==> src/rtl/posit_to_fir_pipe.sv <==
// posit_to_fir_pipe: two-stage valid/ready decoder from an N-bit posit to FIR {sign, te, frac_full}.
// Define PTF_SKID_BUF_EN to add a one-entry input skid buffer with a registered in_ready.
module posit_to_fir_pipe #(
  parameter  int N              = 16,
  parameter  int ES             = 1,
  localparam int TE_SIZE        = ES + $clog2(N) + 1,
  localparam int FRAC_FULL_SIZE = N - 3 - ES,
  localparam int FIR_TOTAL_SIZE = 1 + TE_SIZE + FRAC_FULL_SIZE
) (
  input  logic                      clk,
  input  logic                      rst_n,
  input  logic                      in_valid,
  output logic                      in_ready,
  input  logic [N-1:0]              in_posit,
  output logic                      out_valid,
  input  logic                      out_ready,
  output logic [FIR_TOTAL_SIZE-1:0] out_fir,
  output logic                      out_is_zero,
  output logic                      out_is_nar
);

  localparam int RW = N - 1;
  localparam logic [N-1:0] NAR = {1'b1, {(N-1){1'b0}}};

  function automatic int regime_len(input logic [RW-1:0] r);
    int  m;
    logic run;
    m   = 0;
    run = 1'b1;
    for (int i = RW - 1; i >= 0; i--) begin
      if (run && (r[i] == r[RW-1])) m++;
      else run = 1'b0;
    end
    return m;
  endfunction

  // Bits shifted past the LSB read as zero, so short tails zero-pad exp and frac.
  function automatic logic [TE_SIZE+FRAC_FULL_SIZE-1:0] decode(input logic [RW-1:0] r);
    int m, k, ex;
    logic [RW-1:0] sh;
    logic signed [TE_SIZE-1:0] te;
    m  = regime_len(r);
    k  = r[RW-1] ? m - 1 : -m;
    sh = r << (m + 1);
    ex = int'(sh >> (RW - ES));
    te = TE_SIZE'(k * (1 << ES) + ex);
    return {te, sh[RW-1-ES -: FRAC_FULL_SIZE]};
  endfunction

  logic                      s1_load, s2_load;
  logic                      src_v;
  logic [N-1:0]              src_posit;
  logic [RW-1:0]             abs_d;
  logic                      vld_p1_q, sign_p1_q, zero_p1_q, nar_p1_q;
  logic [RW-1:0]             abs_p1_q;
  logic                      vld_p2_q, zero_p2_q, nar_p2_q;
  logic [FIR_TOTAL_SIZE-1:0] fir_p2_q, fir_p2_d;

  assign s2_load = !vld_p2_q || out_ready;
  assign s1_load = !vld_p1_q || s2_load;

`ifdef PTF_SKID_BUF_EN
  logic          skid_v_q, skid_v_d;
  logic [N-1:0]  skid_q;

  assign in_ready  = rst_n && !skid_v_q;
  assign src_v     = skid_v_q || (in_valid && in_ready);
  assign src_posit = skid_v_q ? skid_q : in_posit;

  always_comb begin
    skid_v_d = skid_v_q;
    if (skid_v_q && s1_load) skid_v_d = 1'b0;
    else if (!skid_v_q && in_valid && in_ready && !s1_load) skid_v_d = 1'b1;
  end

  always_ff @(posedge clk) begin
    if (!rst_n) skid_v_q <= 1'b0;
    else        skid_v_q <= skid_v_d;
  end

  always_ff @(posedge clk) begin
    if (in_valid && in_ready && !skid_v_q) skid_q <= in_posit;
  end
`else
  assign in_ready  = rst_n && s1_load;
  assign src_v     = in_valid && in_ready;
  assign src_posit = in_posit;
`endif

  assign abs_d = src_posit[N-1] ? RW'(-src_posit) : src_posit[RW-1:0];

  // Stage 1: sign, magnitude and special-value flags
  always_ff @(posedge clk) begin
    if (!rst_n)       vld_p1_q <= 1'b0;
    else if (s1_load) vld_p1_q <= src_v;
  end

  always_ff @(posedge clk) begin
    if (s1_load && src_v) begin
      sign_p1_q <= src_posit[N-1];
      abs_p1_q  <= abs_d;
      zero_p1_q <= (src_posit == '0);
      nar_p1_q  <= (src_posit == NAR);
    end
  end

  // Stage 2: regime/exponent/fraction extraction
  always_comb begin
    fir_p2_d = '0;
    if (!zero_p1_q && !nar_p1_q) fir_p2_d = {sign_p1_q, decode(abs_p1_q)};
  end

  always_ff @(posedge clk) begin
    if (!rst_n) begin
      vld_p2_q  <= 1'b0;
      fir_p2_q  <= '0;
      zero_p2_q <= 1'b0;
      nar_p2_q  <= 1'b0;
    end else if (s2_load) begin
      vld_p2_q <= vld_p1_q;
      if (vld_p1_q) begin
        fir_p2_q  <= fir_p2_d;
        zero_p2_q <= zero_p1_q;
        nar_p2_q  <= nar_p1_q;
      end
    end
  end

  assign out_valid   = vld_p2_q;
  assign out_fir     = fir_p2_q;
  assign out_is_zero = zero_p2_q;
  assign out_is_nar  = nar_p2_q;

endmodule

==> config.mk <==
export PLATFORM = sky130hd
export DESIGN_NAME = posit_to_fir_pipe
export DESIGN_NICKNAME = d
export VERILOG_FILES = /design/src/rtl/posit_to_fir_pipe.sv
export SDC_FILE = /design/constraint.sdc
export NUM_CORES = 1
export LEC_CHECK = 0
export ABC_AREA = 1
export CAP_MARGIN = 0
export CORE_AREA = 2 2 80 89
export CTS_CLUSTER_DIAMETER = 60
export DETAILED_ROUTE_END_ITERATION = 7
export DIE_AREA = 0 0 82 91
export PLACE_DENSITY = 0.84
export SLEW_MARGIN = 10
export SYNTH_ARGS = -nofsm -noshare
export SYNTH_HDL_FRONTEND = slang
export SYNTH_SLANG_ARGS = --single-unit
export TNS_END_PERCENT = 5
==> constraint.sdc <==
create_clock -name clk -period 18.35 [get_ports clk]
set_input_delay 3.67 -clock clk [delete_from_list [all_inputs] [get_ports clk]]
set_output_delay 3.67 -clock clk [all_outputs]
set_load 0.03 [all_outputs]
Yosys cells after proc, flatten, opt, wreduce, memory -nomap -nowiden
Cells that the tools add are included.
- output and inout bits: 23
- logic and storage cells: 129
- bits of input ports: 20
- register bits: 41
- shifts and indexed selects: 1
- reduce and logical (&&, ||, !) cells: 26
- muxes and demuxes: 59
- equality and inequality tests: 15
- add/sub/neg operators: 19
- operators with widths (cell ; count):
    $mux W32 ; 29
    $add A32 B2 Y32 const B ; 15
    $shl A15 B32 Y15 ; 1
    $mux W1 ; 27
    $mux W19 ; 1
    $logic_and A1 B1 Y1 ; 18
    $eq A16 B16 Y1 const B ; 1
    $logic_not A16 Y1 ; 1
    $mux W15 ; 1
    $neg A15 Y15 ; 1
    $eq A1 B1 Y1 ; 14
    $add A6 B2 Y6 ; 1
    $mux W5 ; 1
    $neg A5 Y5 ; 1
    $sub A5 B2 Y5 const B ; 1
    $logic_not A1 Y1 ; 4
    $logic_or A1 B1 Y1 ; 2
    $reduce_and A2 Y1 ; 1

Depth between registers and ports, before layout
- depth after elaboration: 49
- mapped depth: 58
- depth with buffers taken out: 56

Worst setup path before layout
OpenSTA, ideal clock, no wires.
- path kind: in2out
- from: input out_ready
- to: output in_ready
- setup slack: 10.530 ns
- stages on the path: 6
- data required time: 14.680 ns
- path buffers: 0
- arrival: 4.150 ns
- cell sequence: inv_1 > nand2_1 > nor2_1 > inv_1 > nand2_1 > inv_1
- word-level cells in the longest chain between the ends: 3
- RTL lines (what ; line ; source):
    start, declared ; 16 ; input logic out_ready,
    $logic_or A1 B1 Y1 ; 59 ; assign s2_load = !vld_p2_q || out_ready;
    $logic_or A1 B1 Y1 ; 60 ; assign s1_load = !vld_p1_q || s2_load;
    $logic_and A1 B1 Y1 ; 85 ; assign in_ready = rst_n && s1_load;
    end, declared ; 13 ; output logic in_ready,
Every way passes these cells.

Final worst setup path
- from: register abs_p1_q[14]
- to: register fir_p2_q[11], in the netlist out_fir[11]
- word-level cells in the longest chain between the ends: 46
- elaborated cells on any way between the ends: 98
- those cells by class: 14 x add/sub; 14 x eq/ne; 1 x shift; 55 x mux; 14 x reduce/logical
- RTL lines (what ; line ; source):
    start, declared ; 55 ; logic [RW-1:0] abs_p1_q;
    start signal, assigned ; 101 ; abs_p1_q <= abs_d;
    $eq A1 B1 Y1 ; 31 ; if (run && (r[i] == r[RW-1])) m++;
    $logic_and A1 B1 Y1 ; 31 ;
    $mux W32 or $mux W1 (tied branches) ; 31 ;
    $mux W32 or $mux W1 (tied branches) ; 110 ; if (!zero_p1_q && !nar_p1_q) fir_p2_d = {sign_p1_q, decode(abs_p1_q)};
    $add A32 B2 Y32 or $logic_and A1 B1 Y1 (tied branches) ; 31 ;
    $mux W32 or $mux W1 (tied branches) ; 31 ;
    $mux W32 or $mux W1 (tied branches) ; 110 ;
    $add A32 B2 Y32 or $logic_and A1 B1 Y1 (tied branches) ; 31 ;
    [30 not listed] ; n/a ;
    $mux W32 or $mux W1 (tied branches) ; 31 ;
    $mux W32 or $mux W1 (tied branches) ; 110 ;
    $add A32 B2 Y32 or $logic_and A1 B1 Y1 (tied branches) ; 31 ;
    $mux W32 ; 31 ;
    $mux W32 ; 110 ;
    $add A32 B2 Y32 ; 44 ; sh = r << (m + 1);
    $shl A15 B32 Y15 (*) ; 44 ;
    $mux W19 (*) ; 110 ;
    end signal, assigned ; 122 ; fir_p2_q <= fir_p2_d;
    end, declared ; 57 ; logic [FIR_TOTAL_SIZE-1:0] fir_p2_q, fir_p2_d;
Every way passes the cells marked *; elsewhere a longest branch is shown, timed or not. The select of a mux whose other input is x is not followed.
A chain may end at the register's enable or synchronous reset.

==> results.md <==
- Status: finished clean
- DR WL met2: 4560 µm
- Core area: 6520 µm²
- Post-Synthesis Cells: slightly below 600
- Initial core utilization: 60.5%
- Number of diodes: 0
- Rel. slew slack: 36.2%
- Hold Path Depth: 2
- Htree depth: 2
- Synthesized flop and latch total: around 40
- CP arrival: 9.50 ns
- Root Driver: clkbuf_8
- Critical path type: flip-flop to flip-flop
- Fmax: 108 MHz
- Number of synthesized flops with an enable pin: 18
- Cell area after synthesis: 3940 µm²
- Clk pin slew, worst setup/hold paths: 0.09 ns
- Synth top area cells: nand2_1 (15%), edfxtp_1 (14%), nand3_1 (13%)
- CTS Buf Count: 5
- # setup viols final: 0
- Clock period minus worst slack: 9.29 ns
- Most frequent CP cell: nand2_1
- Final Util: 68.8%
- Highest routed layer: met4
- CTS resizes: 0
- Worst EP required: 18.56 ns
- Via-to-Cell Ratio: about 5.5
- Non-Filler Cell Area, Final: ~4500 µm²
- Place WS: between 9 and 10 ns
- Clk_lat worst skew: 0.30 ns
- Largest net degree at the start of global routing: 26
- Count of different cell masters after synthesis: about 40
- I/O Pins: 43
- Max_cap viols: 0
- Layout cells sized above 1: about 15%
- Proportion of synthesized flip-flops having asynchronous set or reset: 0%
- CTS hold repair buffers: 0
- Commonest non-fill, non-tap cells in the layout: nand2_1 (157), nand3_1 (103), inv_1 (59)
- Critical R2R Launch: abs_p1_q[14]
- Final Skew: ~0.015 ns
- DRC: 0
- Critical-path top delay cell: edfxtp_1
- Largest vdd supply drop: 68.4 µV
- Vias in the first global route: 3,589
- Die area: 7460 µm²
- Routed metal-1 wirelength: 3560 µm
- Critical-path maximum fanout: 25
- Min-Delay Path Class: flip-flop to flip-flop
- DR iter-0 viols: ~230
- First-pass GRT wire length: 14,900 µm
- Hpwl dp: 6900 µm
- HP Start: out_is_zero
- Clock sink count: 41
- Die width: 82 µm
- CTS tree: built
- Setup bufs post-CTS: 0
- Area after DPL: 4370 µm²
- Initial antenna violation count: 0
- Die span in y: 91 µm
- Power per cell area: 60.8 nW/µm²
- Clock tree buffer depth: 2
- Max-slew violations: 0
- Area grow syn2layout: 13.6%
- Setup TNS: 0 ns
- Fill cell count: 574
- Seq/Total Area, Yosys: roughly 25%
- Critical R2R Capture: out_fir[11]
- Leakage: just over 2 nW
- End of the worst hold path: out_is_zero
- Routed WL: 8590 µm
- Final worst slack: 9.06 ns
- Yosys Warn Count: 0
- Final hold viol count: 0
- Number of port buffers: 42
- Reg-to-reg slack, setup: 9.06 ns
- Final period util: between 50% and 60%
- Mean Syn Cell Area: 6.73 µm²
- Worst Setup End Kind: flip-flop
- Gr usage total: 24.8%
- Critical path's largest stage delay: 0.98 ns
- Fin nets: 651
- Met3 WL: 324 µm
- Top_reg_cell synth: dfxtp_1
- GP Congestion: 0.893
- DR vias: 3,877
- Worst setup SP type: flip-flop
- Row count: 31
- Final Non-Filler Cells: 701
- Placed cells: 693
- DRT Pass-1 Iters: 5
- RSZ-0062 raised after global routing: false
- DRT antenna net count: 0
- Post-synth top area cell: nand2_1
- Worst r2r path cells: 47
- Synth top area share: 14.9%
- Post-DR wirelength/cell: around 12 µm
- Synthesized Nets: between 600 and 700
- Commonest non-fill, non-tap cell in the layout: nand2_1
- Slew @ Worst Pin: approximately 0.96 ns
- GR Overflow Total: 0
## worst max path at each step
stage,from,cells after the start,slack [ns],endpoint
after global placement,abs_p1_q[14],47,9.50,out_fir[11]
after global routing,abs_p1_q[14],47,8.34,out_fir[12]
after detailed placement,abs_p1_q[14],48,9.17,out_fir[11]
after floorplan,out_ready,6,10.53,in_ready
final,abs_p1_q[14],47,9.06,out_fir[11]
after CTS,abs_p1_q[14],48,9.15,out_fir[11]
## Yosys cell counts, drive strengths merged, types with 7 or more instances
master and count:
ha 13, o21ai 17, edfxtp 18, buf 7, inv 71, nor3 8
nand2 182, nand3 121, a21oi 25, xor2 15, dfxtp 23, nor2 29
or2 8, clkbuf 12, nand4 14
## final cells by class
class                   count  area [µm²]  share of cell area (%)
inverters                  76         285                    6.37
multi-input cells         450        2540                    56.7
well taps                  82         103                    2.29
clock inverters             1        6.26                   0.140
flip-flops and latches     41        1000                    22.3
repair buffers             44         435                    9.72
clock buffers               7         108                    2.40
## where the power goes
part	leakage [nW]	switching, W	internal [W]	total [W]
clock	0.0599	0.0000325	0.0000389	0.0000713
combinational	1.60	0.0000631	0.0000342	0.0000973
sequential	0.354	0.00000429	0.0000997	0.000104
## worst max-delay path, delay by kind of cell, from the launching register on
family | cells | cell delay (ns)
AOI/OAI and AO/OA | 2 | 0.28
adders and majority gates | 11 | 3.50
buffers and inverters | 6 | 0.82
DFF | 1 | 0.98
and+or+nand+nor | 28 | 3.62
## state kept, by name, summed over array words and instances, names as in the netlist
register,flops
out_fir,19
out_valid,1
out_is_zero,1
abs_p1_q,15
out_is_nar,1
vld_p1_q,1
nar_p1_q,1
zero_p1_q,1
sign_p1_q,1
## logic make-up after synthesis
group	count (synthesis)	synth area share, %
flops	41	25.4
fa+ha+maj	13	4.13
compound gates	48	7.43
simple gates	369	48.0
xor+xnor	20	4.92
buf+inv	95	10.1
## through the flow
step	power [W]	hold WS, ns
5_1_grt	0.000290	0.491
4_1_cts	0.000272	0.468
2_1_floorplan	0.000179	0.475
3_3_place_gp	0.000198	0.453
3_5_place_dp	0.000201	0.455
6_report	0.000273	0.466
## metal layers
metal / track usage, % / up-vias
met5: 0 / -
met4: 8.47 / 0
met3: 3.08 / 14
met2: 45.3 / 102
met1: 28.8 / 1774
li1: - / 1987
Power figures use the tool's default switching activity.
